$ cat src/rtl/capture_frame_ctrl.sv
// capture_frame_ctrl: arms on command, aligns to the next frame start and
// turns the assembled camera pixel stream into framebuffer writes, with
// geometry error flags and single-shot / continuous capture modes.
module capture_frame_ctrl #(
    parameter int unsigned H_PIXELS = 320,
    parameter int unsigned V_LINES  = 240,
    parameter int unsigned ADDR_W   = 17
) (
    input  logic                          clk_pixel_in,
    input  logic                          rst_n_in,
    input  logic                          hs_cam_in,
    input  logic                          vs_cam_in,
    input  logic [15:0]                   data_in,
    input  logic                          valid_in,
    input  logic                          start_in,
    input  logic                          stop_in,
    input  logic                          single_in,
    output logic [ADDR_W-1:0]             wr_addr_out,
    output logic [15:0]                   wr_data_out,
    output logic                          wr_en_out,
    output logic [$clog2(H_PIXELS+1)-1:0] hcount_out,
    output logic [$clog2(V_LINES+1)-1:0]  vcount_out,
    output logic                          busy_out,
    output logic                          frame_done_out,
    output logic [7:0]                    frame_count_out,
    output logic [2:0]                    error_out
);

    localparam int unsigned HC_W = $clog2(H_PIXELS + 1);
    localparam int unsigned VC_W = $clog2(V_LINES + 1);
    localparam logic [HC_W-1:0]   H_MAX    = HC_W'(H_PIXELS);
    localparam logic [VC_W-1:0]   V_MAX    = VC_W'(V_LINES);
    localparam logic [ADDR_W-1:0] ROW_STEP = ADDR_W'(H_PIXELS);

    typedef enum logic [1:0] {
        S_IDLE    = 2'd0,
        S_ARM     = 2'd1,
        S_CAPTURE = 2'd2
    } state_t;

    state_t              state_q, state_d;
    logic                vs_prev_q, hs_prev_q;
    logic [HC_W-1:0]     hcount_q, hcount_d, h_tmp;
    logic [VC_W-1:0]     vcount_q, vcount_d;
    logic [ADDR_W-1:0]   row_base_q, row_base_d;
    logic                stop_pending_q, stop_pending_d;
    logic                single_q, single_d;
    logic [2:0]          err_q, err_d;
    logic [7:0]          frame_cnt_q, frame_cnt_d;
    logic                wr_en_q, wr_en_d;
    logic [ADDR_W-1:0]   wr_addr_q, wr_addr_d;
    logic [15:0]         wr_data_q, wr_data_d;
    logic                done_q, done_d;
    logic                vs_rise, vs_fall, hs_fall;

    assign vs_rise =  vs_cam_in & ~vs_prev_q;
    assign vs_fall = ~vs_cam_in &  vs_prev_q;
    assign hs_fall = ~hs_cam_in &  hs_prev_q;

    // Next state and datapath; within CAPTURE the pixel is applied first,
    // then the line end, then the frame end, so a coincident pixel belongs
    // to the line and frame that are closing.
    always_comb begin
        state_d        = state_q;
        hcount_d       = hcount_q;
        vcount_d       = vcount_q;
        row_base_d     = row_base_q;
        stop_pending_d = stop_pending_q;
        single_d       = single_q;
        err_d          = err_q;
        frame_cnt_d    = frame_cnt_q;
        wr_en_d        = 1'b0;
        wr_addr_d      = wr_addr_q;
        wr_data_d      = wr_data_q;
        done_d         = 1'b0;
        h_tmp          = hcount_q;

        unique case (state_q)
            S_IDLE: begin
                if (start_in && !stop_in) begin
                    state_d        = S_ARM;
                    single_d       = single_in;
                    err_d          = 3'b000;
                    frame_cnt_d    = 8'd0;
                    stop_pending_d = 1'b0;
                end
            end

            S_ARM: begin
                if (stop_in || stop_pending_q) begin
                    state_d        = S_IDLE;
                    stop_pending_d = 1'b0;
                end else if (vs_rise) begin
                    state_d    = S_CAPTURE;
                    hcount_d   = '0;
                    vcount_d   = '0;
                    row_base_d = '0;
                end
            end

            S_CAPTURE: begin
                if (stop_in) begin
                    stop_pending_d = 1'b1;
                end

                if (valid_in) begin
                    if ((hcount_q < H_MAX) && (vcount_q < V_MAX)) begin
                        wr_en_d   = 1'b1;
                        wr_addr_d = row_base_q + ADDR_W'(hcount_q);
                        wr_data_d = data_in;
                        h_tmp     = hcount_q + HC_W'(1);
                    end else begin
                        if (hcount_q == H_MAX) begin
                            err_d[1] = 1'b1;
                        end
                        // A pixel after the last active line means the frame is too tall.
                        if (vcount_q == V_MAX) begin
                            err_d[2] = 1'b1;
                        end
                    end
                end
                hcount_d = h_tmp;

                if (hs_fall) begin
                    if ((h_tmp != '0) && (h_tmp < H_MAX)) begin
                        err_d[0] = 1'b1;
                    end
                    hcount_d = '0;
                    if ((h_tmp != '0) && (vcount_q < V_MAX)) begin
                        vcount_d   = vcount_q + VC_W'(1);
                        row_base_d = row_base_q + ROW_STEP;
                    end
                end

                if (vs_fall) begin
                    if (vcount_d != V_MAX) begin
                        err_d[2] = 1'b1;
                    end
                    done_d      = 1'b1;
                    frame_cnt_d = frame_cnt_q + 8'd1;
                    if (single_q || stop_pending_q || stop_in) begin
                        state_d        = S_IDLE;
                        stop_pending_d = 1'b0;
                    end else begin
                        state_d = S_ARM;
                    end
                end
            end

            default: begin
                state_d = S_IDLE;
            end
        endcase
    end

    // State, counters, edge detectors and registered outputs.
    always_ff @(posedge clk_pixel_in or negedge rst_n_in) begin
        if (!rst_n_in) begin
            state_q        <= S_IDLE;
            vs_prev_q      <= 1'b0;
            hs_prev_q      <= 1'b0;
            hcount_q       <= '0;
            vcount_q       <= '0;
            row_base_q     <= '0;
            stop_pending_q <= 1'b0;
            single_q       <= 1'b0;
            err_q          <= 3'b000;
            frame_cnt_q    <= 8'd0;
            wr_en_q        <= 1'b0;
            wr_addr_q      <= '0;
            wr_data_q      <= 16'd0;
            done_q         <= 1'b0;
        end else begin
            state_q        <= state_d;
            vs_prev_q      <= vs_cam_in;
            hs_prev_q      <= hs_cam_in;
            hcount_q       <= hcount_d;
            vcount_q       <= vcount_d;
            row_base_q     <= row_base_d;
            stop_pending_q <= stop_pending_d;
            single_q       <= single_d;
            err_q          <= err_d;
            frame_cnt_q    <= frame_cnt_d;
            wr_en_q        <= wr_en_d;
            wr_addr_q      <= wr_addr_d;
            wr_data_q      <= wr_data_d;
            done_q         <= done_d;
        end
    end

    // Output mapping; busy is decoded straight from the state register.
    assign busy_out        = (state_q == S_ARM) || (state_q == S_CAPTURE);
    assign wr_en_out       = wr_en_q;
    assign wr_addr_out     = wr_addr_q;
    assign wr_data_out     = wr_data_q;
    assign hcount_out      = hcount_q;
    assign vcount_out      = vcount_q;
    assign frame_done_out  = done_q;
    assign frame_count_out = frame_cnt_q;
    assign error_out       = err_q;

endmodule

$ cat config.mk
export PLATFORM = sky130hd
export DESIGN_NAME = capture_frame_ctrl
export DESIGN_NICKNAME = d
export VERILOG_FILES = /design/src/rtl/capture_frame_ctrl.sv
export SDC_FILE = /design/constraint.sdc
export NUM_CORES = 1
export LEC_CHECK = 0
export ABC_CLOCK_PERIOD_IN_PS = 2700
export CORE_UTILIZATION = 52
export DETAILED_ROUTE_END_ITERATION = 10
export PLACE_DENSITY = 0.81
export SETUP_SLACK_MARGIN = 0.4
export SLEW_MARGIN = 5
export SYNTH_ARGS = -nofsm -noshare
export SYNTH_HDL_FRONTEND = slang
export SYNTH_SLANG_ARGS = --single-unit
export TNS_END_PERCENT = 5
$ cat constraint.sdc
create_clock -name clk_pixel_in -period 2.7 [get_ports clk_pixel_in]
set_input_delay 0.54 -clock clk_pixel_in [delete_from_list [all_inputs] [get_ports clk_pixel_in]]
set_output_delay 0.54 -clock clk_pixel_in [all_outputs]
set_load 0.005 [all_outputs]
==> impl_metrics.env <==
export IMPL_gp_congestion=0.939
export IMPL_drt_iter0_markers=186
export IMPL_grt_pass1_vias=3558
export IMPL_ir_drop_v=0.000418
export IMPL_drive_gt1_share_pct=21.8
export IMPL_place_ws_ns=-0.278
export IMPL_yosys_most_used_dff="dfrtp_1"
export IMPL_hpwlAfterDp_um=7300
export IMPL_p_sw_share_pct=32.2
export IMPL_final_util_pct=74.0
export IMPL_synth_top_area_share_pct=47.3
export IMPL_final_net_count=573
export IMPL_hold_viol=0
export IMPL_async_flop_share_pct=100
export IMPL_fillers=526
export IMPL_yosysTopAreaCell="dfrtp_1"
export IMPL_grt_overflow=0
export IMPL_core_mm2=0.00781
export IMPL_fin_crit_sh_pct=93.6
export IMPL_synth_avg_cell_area_um2=10.1
export IMPL_cp_endpoint="error_out[2]"
export IMPL_required_ns=2.95
export IMPL_cts_tree="built"
export IMPL_synth_seq_cells=80
export IMPL_critPathLaunch="hcount_out[0]"
export IMPL_cts_sinks=80
export IMPL_slew_viol_final=0
export IMPL_synth_area_leaders="dfrtp_1 47%, mux2_2 5.9%, o21ai_0 4.1%"
export IMPL_start_util_pct=54.2
export IMPL_tightestPinTransition_ns=0.903
export IMPL_root_buffer="clkbuf_8"
export IMPL_via_per_inst=5.72
export IMPL_p_leak_uw=0.00248
export IMPL_drv_cap=0
export IMPL_ff2ff_path_depth=10
export IMPL_num_rows=32
export IMPL_clk_latency_ns=0.37
export IMPL_grt_max_degree=54
export IMPL_antenna_found_initial=0
export IMPL_regToRegSetupSlack_ns=0.17
export IMPL_layout_setup_ws_ns=0.174
export IMPL_cp_end_kind="flop"
export IMPL_regArea_mm2=0.00201
export IMPL_io_buffer_count=87
export IMPL_htreeDepth=3
export IMPL_yosysUniqueCellTypes=59
export IMPL_synth_common_cells="80 x dfrtp_1, 41 x nand2_1, 41 x nor2_1, 35 x o21ai_0, 22 x mux2_2"
export IMPL_fp_dieH_um=92.2
export IMPL_drc=0
export IMPL_p_int_uw=2480
export IMPL_syn_nets=455
export IMPL_grt_pass1_wl_um=17300
export IMPL_rsz0062_at_grt="true"
export IMPL_p_total_uw=3660
export IMPL_n_antenna_cell=0
export IMPL_seqPwrFrac_pct=42.1
export IMPL_drt_wl_total_um=10600
export IMPL_critical_path_class="flop to flop"
export IMPL_yosysWarnings=0
export IMPL_comb_power_share_pct=31.7
export IMPL_synth_edf_count=0
export IMPL_ios=88
export IMPL_status="completed"
export IMPL_min_period_ns=2.53
export IMPL_clk_path_buf_depth=2
export IMPL_clkPwrFrac_pct=26.1
export IMPL_die_w_um=92.2
export IMPL_vias=3677
export IMPL_switchingPower_uw=1180
export IMPL_setup_tns_ns=0
export IMPL_setup_viol=0
export IMPL_critPathArrivalTime_ns=2.77
export IMPL_clkSlewWorstSetupHoldPaths_ns=0.09
export IMPL_seq_area_frac_synth_pct=47.3
export IMPL_finClkSkew_ns=0.0130
export IMPL_rr_startpoint="hcount_out[0]"
export IMPL_startpoint_type="flop"
export IMPL_syn_cell_area_mm2=0.00423
export IMPL_worstReg2RegEnd="error_out[2]"
export IMPL_multi_input_area_mm2=0.00217
export IMPL_die_area_mm2=0.00850
export IMPL_cts_buffers=9
export IMPL_first_pass_iters=5
export IMPL_routedWlPerCell_um=16.5
export IMPL_areaGrowthSynthToFinish_pct=36.4
export IMPL_relSlewSlack_pct=39.2
export IMPL_cp_max_fo=8
export IMPL_synth_most_common_cell="dfrtp_1"
export IMPL_gr_usage_all_layers_pct=26.2
export IMPL_synth_cells=418
export IMPL_antenna_left=0
export IMPL_power_density_mw_per_mm2=633
export IMPL_timing_fmax_mhz=396
export IMPL_min_path_type="input pin to async pin"
## how the worst min path moves through the flow
stage	to	start	slack [ns]
floorplan	error_out[0]	rst_n_in	0.24
global placement	wr_addr_out[10]	wr_addr_out[10]	0.46
detailed placement	wr_addr_out[15]	wr_addr_out[15]	0.47
CTS	row_base_q[13]	rst_n_in	0.24
global route	state_q[0]	rst_n_in	0.27
finish	state_q[0]	rst_n_in	0.21
## metal layers
| layer | vias up | routed length (um) | GRT usage, % |
|---|---|---|---|
| li1 | 1708 | - | - |
| met1 | 1817 | 4530 | 33.6 |
| met2 | 129 | 5290 | 43.0 |
| met3 | 23 | 544 | 4.06 |
| met4 | 0 | 253 | 13.2 |
| met5 | - | 0 | 0 |
## per-stage QoR
| step | hold WS (ns) | area [um2] | instances |
|---|---|---|---|
| floorplan | 0.244 | 4260 | 418 |
| global placement | 0.465 | 5390 | 614 |
| detailed placement | 0.473 | 5390 | 614 |
| CTS | 0.240 | 5730 | 639 |
| global route | 0.271 | 5770 | 643 |
| finish | 0.215 | 5770 | 643 |
## layout make-up
cell class | instances | share of cell area [%]
Multi-Input combinational cell | 304 | 37.6
Sequential cell | 80 | 34.8
Timing Repair Buffer | 125 | 20.7
Tap cell | 102 | 2.21
Clock buffer | 9 | 2.15
Clock inverter | 7 | 1.52
Inverter | 16 | 1.04
## what timing repair did
action | 4_1_cts | 5_1_grt
setup buffers | 9 | 4
setup endpoints to repair | 21 | 25
pin swaps | 16 | 11
gates resized for setup | 19 | 2
hold buffers | 0 | 0
## worst max-delay path, stage by stage, from the launching register on
cell and delay, ns:
dfrtp_2 0.41, buf_4 0.15, nand4_1 0.13, buf_4 0.18, nor4b_4 0.29, xnor2_2 0.12, o2111ai_4 0.14, o21ai_4 0.16
or4_4 0.59, o21ai_2 0.16, o211ai_2 0.09
## cells by family (layout without fill, tap and decap cells)
family	Yosys count	in the layout	share of synthesized area [%]
compound gates	89	89	14.2
xor+xnor	25	25	5.17
fa+ha+maj	13	13	3.84
buf+inv	34	157	3.49
flops	80	80	47.3
mux	26	26	6.92
simple gates	151	151	19.0
## cell usage in the layout, fill, tap and decap left out, types with 3 or more instances in the layout
cell type,n
clkdlybuf4s50_1,85
dfrtp_1,73
nor2_1,41
nand2_1,40
o21ai_0,35
buf_4,35
mux2_2,22
a21oi_1,15
inv_1,14
xnor2_1,13
xor2_1,11
ha_1,11
nand3_1,10
nand4_1,9
clkbuf_8,9
dfrtp_2,7
nand2b_1,6
a31oi_1,5
o31ai_1,5
nor3_1,5
and3_1,4
or3_1,4
nor2b_1,3
and2_1,3
o211ai_1,3
nor4_2,3
mux2i_1,3
inv_6,3
buf_12,3
## sequential cells by signal, indices dropped and copies added, names as in the netlist
| signal | cells |
|---|---|
| vs_prev_q | 1 |
| stop_pending_q | 1 |
| hcount_out | 9 |
| wr_en_out | 1 |
| frame_done_out | 1 |
| state_q | 2 |
| wr_addr_out | 17 |
| row_base_q | 11 |
| error_out | 3 |
| single_q | 1 |
| wr_data_out | 16 |
| vcount_out | 8 |
| hs_prev_q | 1 |
| frame_count_out | 8 |
## power groups by stage
stage / registers [uW] / logic (uW) / clock network (uW)
5_1_grt: 1570 / 1270 / 1000
3_5_place_dp: 1570 / 1120 / 0
2_1_floorplan: 1560 / 516 / 0
6_report: 1540 / 1160 / 956
4_1_cts: 1540 / 1160 / 957
3_3_place_gp: 1550 / 1080 / 0
Power figures use the tool's default switching activity.
